==> src/rtl/apb_bus_arbiter.sv <==
// rtl/apb_bus_arbiter.sv - two-requester round-robin APB master with wait-state timeout
module apb_bus_arbiter #(
  parameter int ADDR_W  = 32,
  parameter int DATA_W  = 32,
  parameter int TIMEOUT = 16
) (
  input  logic              pclk_i,
  input  logic              preset_n_i,
  input  logic              req0_i,
  input  logic              write0_i,
  input  logic [ADDR_W-1:0] addr0_i,
  input  logic [DATA_W-1:0] wdata0_i,
  input  logic              req1_i,
  input  logic              write1_i,
  input  logic [ADDR_W-1:0] addr1_i,
  input  logic [DATA_W-1:0] wdata1_i,
  output logic              ack0_o,
  output logic              err0_o,
  output logic [DATA_W-1:0] rdata0_o,
  output logic              ack1_o,
  output logic              err1_o,
  output logic [DATA_W-1:0] rdata1_o,
  output logic              psel_o,
  output logic              penable_o,
  output logic              pwrite_o,
  output logic [ADDR_W-1:0] paddr_o,
  output logic [DATA_W-1:0] pwdata_o,
  input  logic [DATA_W-1:0] prdata_i,
  input  logic              pready_i
);

  localparam int CNT_W = $clog2(TIMEOUT) + 1;
  localparam logic [CNT_W-1:0] CNT_LAST = CNT_W'(TIMEOUT - 1);

  typedef enum logic [1:0] {IDLE, SETUP, ACCESS} state_e;

  state_e            state_q;
  logic              last_q;
  logic              owner_q;
  logic [CNT_W-1:0]  cnt_q;
  logic              ack0_q, ack1_q, err0_q, err1_q;
  logic [DATA_W-1:0] rdata0_q, rdata1_q;
  logic              pwrite_q;
  logic [ADDR_W-1:0] paddr_q;
  logic [DATA_W-1:0] pwdata_q;

  logic elig0, elig1, grant;

  // A requester being acknowledged this cycle still has its old REQ high.
  assign elig0 = req0_i & ~ack0_q;
  assign elig1 = req1_i & ~ack1_q;
  assign grant = (elig0 & elig1) ? ~last_q : elig1;

  always_ff @(posedge pclk_i or negedge preset_n_i) begin
    if (!preset_n_i) begin
      state_q  <= IDLE;
      last_q   <= 1'b1;
      owner_q  <= 1'b0;
      cnt_q    <= '0;
      ack0_q   <= 1'b0;
      ack1_q   <= 1'b0;
      err0_q   <= 1'b0;
      err1_q   <= 1'b0;
      rdata0_q <= '0;
      rdata1_q <= '0;
      pwrite_q <= 1'b0;
      paddr_q  <= '0;
      pwdata_q <= '0;
    end else begin
      ack0_q <= 1'b0;
      ack1_q <= 1'b0;
      err0_q <= 1'b0;
      err1_q <= 1'b0;
      case (state_q)
        IDLE: begin
          if (elig0 | elig1) begin
            state_q  <= SETUP;
            owner_q  <= grant;
            last_q   <= grant;
            pwrite_q <= grant ? write1_i : write0_i;
            paddr_q  <= grant ? addr1_i  : addr0_i;
            pwdata_q <= grant ? wdata1_i : wdata0_i;
          end
        end
        SETUP: begin
          state_q <= ACCESS;
          cnt_q   <= '0;
        end
        ACCESS: begin
          if (pready_i) begin
            state_q <= IDLE;
            if (!pwrite_q) begin
              if (owner_q) rdata1_q <= prdata_i;
              else         rdata0_q <= prdata_i;
            end
            if (owner_q) ack1_q <= 1'b1;
            else         ack0_q <= 1'b1;
          end else if (cnt_q == CNT_LAST) begin
            state_q <= IDLE;
            if (owner_q) begin
              ack1_q <= 1'b1;
              err1_q <= 1'b1;
            end else begin
              ack0_q <= 1'b1;
              err0_q <= 1'b1;
            end
          end else begin
            cnt_q <= cnt_q + 1'b1;
          end
        end
        default: state_q <= IDLE;
      endcase
    end
  end

  assign psel_o    = (state_q != IDLE);
  assign penable_o = (state_q == ACCESS);
  assign pwrite_o  = pwrite_q;
  assign paddr_o   = paddr_q;
  assign pwdata_o  = pwdata_q;
  assign ack0_o    = ack0_q;
  assign ack1_o    = ack1_q;
  assign err0_o    = err0_q;
  assign err1_o    = err1_q;
  assign rdata0_o  = rdata0_q;
  assign rdata1_o  = rdata1_q;

endmodule

==> config.mk <==
export PLATFORM = sky130hd
export DESIGN_NAME = apb_bus_arbiter
export DESIGN_NICKNAME = d
export VERILOG_FILES = /design/src/rtl/apb_bus_arbiter.sv
export SDC_FILE = /design/constraint.sdc
export NUM_CORES = 1
export LEC_CHECK = 0
export ABC_AREA = 1
export CAP_MARGIN = 20
export CORE_UTILIZATION = 43
export CTS_CLUSTER_SIZE = 25
export DETAILED_ROUTE_END_ITERATION = 10
export GPL_ROUTABILITY_DRIVEN = 0
export PLACE_DENSITY = 0.85
export SLEW_MARGIN = 40
export SYNTH_ARGS = -nofsm -noshare
export SYNTH_HDL_FRONTEND = slang
export SYNTH_SLANG_ARGS = --single-unit
==> constraint.sdc <==
create_clock -name pclk_i -period 2.1 [get_ports pclk_i]
set_clock_uncertainty 0.2 [all_clocks]
set_input_delay 0.21 -clock pclk_i [delete_from_list [all_inputs] [get_ports pclk_i]]
set_output_delay 0.21 -clock pclk_i [all_outputs]
set_load 0.03 [all_outputs]
# [After elaboration in Yosys (flattened, before gate mapping)]
# Index checks and enable logic that the tools add are counted.
[word_totals] register_bits=142 output_inout_bits=135 wordCells=61
[op_classes] mux=23 reduce_logical=8 n_eq_ne=7 n_bitwise=9 n_addsub=1
[op_table] cell="32-bit 2-to-1 mux" n=2
[op_table] cell="1-bit 2-to-1 mux" n=14
[op_table] cell="5-bit 2-to-1 mux" n=2
[op_table] cell="5-bit case mux with 2 select lines" n=1
[op_table] cell="4-bit AND reduction" n=2
[op_table] cell="2-bit 2-to-1 mux" n=3
[op_table] cell="2-bit inequality test, second input constant" n=3
[op_table] cell="2-bit case mux with 3 select lines" n=1
[op_table] cell="5-bit by 1-bit adder with 5-bit output, second input constant" n=1
[op_table] cell="5-bit by 4-bit equality test with 1-bit output, second input constant" n=1
[op_table] cell="1-bit inverter" n=5
[op_table] cell="2-bit AND reduction" n=2
[op_table] cell="2-bit nonzero test" n=2
[op_table] cell="1-bit bitwise AND" n=3
[op_table] cell="3-bit by 1-bit inequality test with 1-bit output, second input constant" n=1
[op_table] cell="3-bit AND reduction" n=1
[op_table] cell="2-bit by 1-bit equality test with 1-bit output, second input constant" n=1
[op_table] cell="2-bit equality test, second input constant" n=1
[op_table] cell="2-bit logical NOT" n=1
[op_table] cell="1-bit bitwise OR" n=1

# [Logic depth before layout (Yosys ltp)]
[depth] ltp_word=5 mapped_depth=10 mapped_depth_nobuf=10

# [Worst setup path after synthesis]
# No wires, ideal clock.
[synth_timing] path_type="flip-flop to flip-flop" start="register state_q[0]" end="register rdata0_q[23] (netlist: rdata0_o[23])" setup_slack_ps=182 path_stages_with_launch=9 arrival_time_ps=1600 required_time_ps=1781 setup_ps=119 path_buffers=1 path_cell_list="dfrtp_1 inv_1 ha_1 inv_2 nor2_8 nand3_4 buf_4 nand2_1 o21ai_2"
[synth_between] elab_chain_cells=2
[synth_lines] item="start: declaration" line="37" source="state_e state_q;"
[synth_lines] item="start signal: assignment" line="56" source="state_q <= IDLE;"
[synth_lines] item="start signal: assignment" line="77" source="state_q <= SETUP;"
[synth_lines] item="start signal: assignment" line="86" source="state_q <= ACCESS;"
[synth_lines] item="2-bit equality test"
[synth_lines] item="via penable_o" line="24" source="output logic penable_o,"
[synth_lines] item="4-bit AND reduction (no source line)"
[synth_lines] item="end signal: assignment" line="94" source="else rdata0_q <= prdata_i;"
[synth_lines] item="end: declaration" line="42" source="logic [DATA_W-1:0] rdata0_q, rdata1_q;"
# The timed path passes the listed nets, and every way through them passes these cells.
# A chain may end at the register's enable or synchronous reset.

# [Worst setup path in the final report]
[layout_timing] start="register ack1_q (netlist: ack1_o)" end="output port ack1_o"
[layout_lines] item="start: declaration" line="41" source="logic ack0_q, ack1_q, err0_q, err1_q;"
[layout_lines] item="start signal: assignment" line="61" source="ack1_q <= 1'b0;"
[layout_lines] item="start signal: assignment" line="71" source="ack1_q <= 1'b0;"
[layout_lines] item="start signal: assignment" line="96" source="if (owner_q) ack1_q <= 1'b1;"
[layout_lines] item="end: declaration" line="20" source="output logic ack1_o,"
# No word-level cell between the ends.

==> qor.txt <==
======================================================================================
Post-route fraction of the period consumed by the critical path .........        95.5%
Height of the die .......................................................       128 um
Number of global-route vias before repair ...............................         6562
Ranking of synthesized cells by area .................................... dfrtp_1 51%, nand2_1 15%, nand3_1 9.9%
Die Footprint ...........................................................   16500 um^2
Share of the yosys chip area belonging to registers .....................        51.7%
RSZ-0062 raised after global routing ....................................        false
Design internal power ...................................................      9380 uW
Type of the tightest min-delay check .................................... primary input to asynchronous set/reset pin
Last element of the critical path .......................................       ack1_o
Worst Setup End Kind ....................................................  output port
Setup Crit Path Kind .................................................... register to output port
Fraction of post-synthesis cell area in the top cell type by area .......        51.3%
Max Clk Rate ............................................................      498 MHz
Count of final setup violators ..........................................            0
Pin count of the biggest net entering global routing ....................           65
Total routing resource utilization after global routing .................        24.8%
Finished Cell Area ......................................................   10700 um^2
Final wirelength ........................................................     19800 um
Die X-Extent ............................................................       128 um
Maximum Capacitance Violations ..........................................            0
Final HPWL from detailed placement ......................................     14200 um
Syn. warnings ...........................................................            0
Post-detailed-route wirelength per cell .................................      14.3 um
Family with the most delay on the worst path ............................ buffers and inverters
Mean cell area of the mapped netlist ....................................    7.89 um^2
Fraction of registers with async set or reset after synthesis ...........         100%
Growth of design area from synthesis to finish ..........................        56.2%
Result of the run ....................................................... finished, final reports clean
Clk slew on worst S/H paths .............................................      0.06 ns
Cell-by-cell trace of the critical path ................................. clkdlybuf4s50_1
Clk network pwr share ...................................................        20.0%
Layout filler cell count ................................................         1206
Total area of multi-input combinational cells ...........................    2360 um^2
Antenna violations before repair ........................................            1
R2r setup slk ...........................................................      0.27 ns
Max-slew headroom at the worst pin ......................................        69.8%
Critical path fanouts, max ..............................................            3
Leak ....................................................................   0.00553 uW
R2r worst-path depth ....................................................           10
Largest stage delay, worst path .........................................      0.74 ns
Post-Route Hold Slack ...................................................    0.0985 ns
Worst-case clock buffer depth ...........................................            2
Number of distinct library cells after synthesis ........................           27
Worst-margin pin slew ...................................................     0.453 ns
Worst ir drop on vdd ....................................................   0.000942 V
CP bufs+invs ............................................................            1
Post-CTS setup buffer count .............................................            0
Source of the worst register-to-register timing path ....................     cnt_q[0]
Count of mapped cells out of synthesis ..................................          871
TritonCTS clock tree ....................................................        built
Cell type with the largest total area after synthesis ...................      dfrtp_1
Final min period ........................................................      2.01 ns
Remaining design rule violation count ...................................            0
Vias per cell ...........................................................         4.76
Total nets after synthesis ..............................................         1043
NetSw ...................................................................      7010 uW
Number of input and output port buffers inserted ........................          301
Via count of the routed design ..........................................         6619
Most common flop cell mapped by yosys ...................................      dfrtp_1
Count of flip-flops with a built-in enable after synthesis ..............            0
Root Buffer Master ......................................................    clkbuf_16
Number of levels in the clock H-tree ....................................            4
Post-route setup TNS ....................................................         0 ns
Cts bufs inserted .......................................................           17
Initial detailed-routing violation count ................................          326
Switching fraction of total power .......................................        42.8%
Router iterations before antenna repair .................................            5
CORE AREA ...............................................................   15400 um^2
Row Count ...............................................................           45
Combinational fraction of design power ..................................        51.0%
Antenna Nets Post-Route .................................................            0
Final Max Tran Viols ....................................................            0
Library cell contributing the largest single delay on the critical path . clkdlybuf4s50_1
Flops & latches, synth ..................................................          142
Crit path required time .................................................      1.69 ns
Congestion Overflow GR ..................................................            0
Logic depth of the worst setup path including buffers ...................            1
Fin. Hold Viols .........................................................            0
Starting Density ........................................................        44.6%
Final net count .........................................................         1337
Critical path origin ....................................................       ack1_o
Post-Syn Area ...........................................................    6880 um^2
Clock sink count ........................................................          142
Placed instance area ....................................................   10100 um^2
Ratio of cells with drive above 1 in the final layout ...................        7.22%
Total power .............................................................     16400 uW
Sequential share of power ...............................................        29.0%
Total I/O pin count .....................................................          302
Pwr Density ............................................................. 1530 nW/um^2
Global-route wire length before repair ..................................     31700 um
Critical path arrival ...................................................      1.60 ns
Sequential cell area ....................................................    3550 um^2
R2R Path End ............................................................     cnt_q[1]
Source-to-sink clock delay at the later pin of the worst-skew pair ......      0.42 ns
CP startpoint kind ......................................................     register
======================================================================================
[cell usage in the layout, fill, tap and decap left out, drive strengths merged]
cell type and count:
ha 5, inv 181, dlygate4sd3 1, clkinv 2, dfrtp 141, o21ai 68
or2 1, clkdlybuf4s50 297, nor2 5, nand3 139, clkbuf 19, bufinv 4
a21boi 1, diode 1, dfstp 1, dlygate4sd2 1, nand2 280, nand4 3
nor4 2, buf 22, o22ai 1, clkinvlp 3, mux2i 1
[power groups by stage]
stage	combinational (uW)	clock [uW]	sequential [uW]
6_report	8360	3280	4760
5_1_grt	8980	3440	4900
4_1_cts	8410	3330	4770
3_5_place_dp	8410	0	4760
3_3_place_gp	8230	0	4740
2_1_floorplan	2440	0	7100
[worst register-to-register path: cells and delay by family (launching register included)]
family	cells	cell delay, ns
AO/OA/AOI/OAI	1	0.07
adder cells (fa/ha/maj)	2	0.38
buffers and inverters	1	0.13
flip-flops	1	0.41
AND/OR/NAND/NOR	6	0.51
[sequential cells by signal, summed over array words and instances, names as in the netlist]
name,count
rdata1_o,32
cnt_q,5
ack1_o,1
state_q,2
rdata0_o,32
pwdata_o,32
paddr_o,32
owner_q,1
pwrite_o,1
last_q,1
ack0_o,1
err1_o,1
err0_o,1
[metrics by stage]
step	util [%]	setup slack [ns]	cells
5_1_grt	69.6	0.0502	1390
6_report	69.6	0.0939	1390
2_1_floorplan	-	0.182	871
4_1_cts	69.6	0.0404	1389
3_5_place_dp	65.4	0.236	1356
3_3_place_gp	65.4	0.269	1356
[cell families after synthesis]
group / count (synthesis) / synth area share (%)
AOI/OAI and AO/OA: 70 / 6.19
adders and majority gates: 5 / 0.910
buffers and inverters: 223 / 14.1
DFF: 142 / 51.7
muxes: 1 / 0.146
and+or+nand+nor: 430 / 27.0
[area by class of cell]
class | count | area share, %
repair buffers | 322 | 30.3
flip-flops and latches | 142 | 33.1
clock buffers | 18 | 4.09
diodes | 1 | 0.0233
multi-input cells | 506 | 22.0
well taps | 211 | 2.46
clock inverters | 14 | 1.90
inverters | 176 | 6.15
[worst min path at each step]
| stage | to | depth (start not counted) |
|---|---|---|
| floorplan | ack0_o | 0 |
| global placement | rdata0_o[0] | 1 |
| detailed placement | rdata0_o[2] | 1 |
| CTS | rdata0_o[2] | 2 |
| global route | rdata1_o[0] | 2 |
| finish | rdata1_o[0] | 2 |
[layer usage]
metal | GRT usage (%) | vias up | wire length (um)
met5 | 0 | - | 0
met4 | 11.8 | 0 | 670
met3 | 7.90 | 42 | 1780
met2 | 41.9 | 259 | 9530
met1 | 28.6 | 3073 | 7830
li1 | - | 3245 | -
[cells in the mapped netlist (2+ instances only)]
cell	count
buf_1	2
nand3_4	2
buf_6	10
buf_4	10
buf_2	15
inv_2	2
inv_1	174
o21ai_0	4
nand3_1	136
nand2_1	279
dfrtp_1	141
o21ai_1	45
o21ai_2	19
nand4_1	3
ha_1	5
nor2_1	3
nor4_1	2
clkbuf_1	10
[timing repair]
action / in CTS / in global routing
hold buffers: 1 / 0
endpoints found under the hold margin: 141 / 0
setup endpoints to repair: 2 / 4
gates resized for setup: 2 / 3
(Power assumes the default switching activity.)
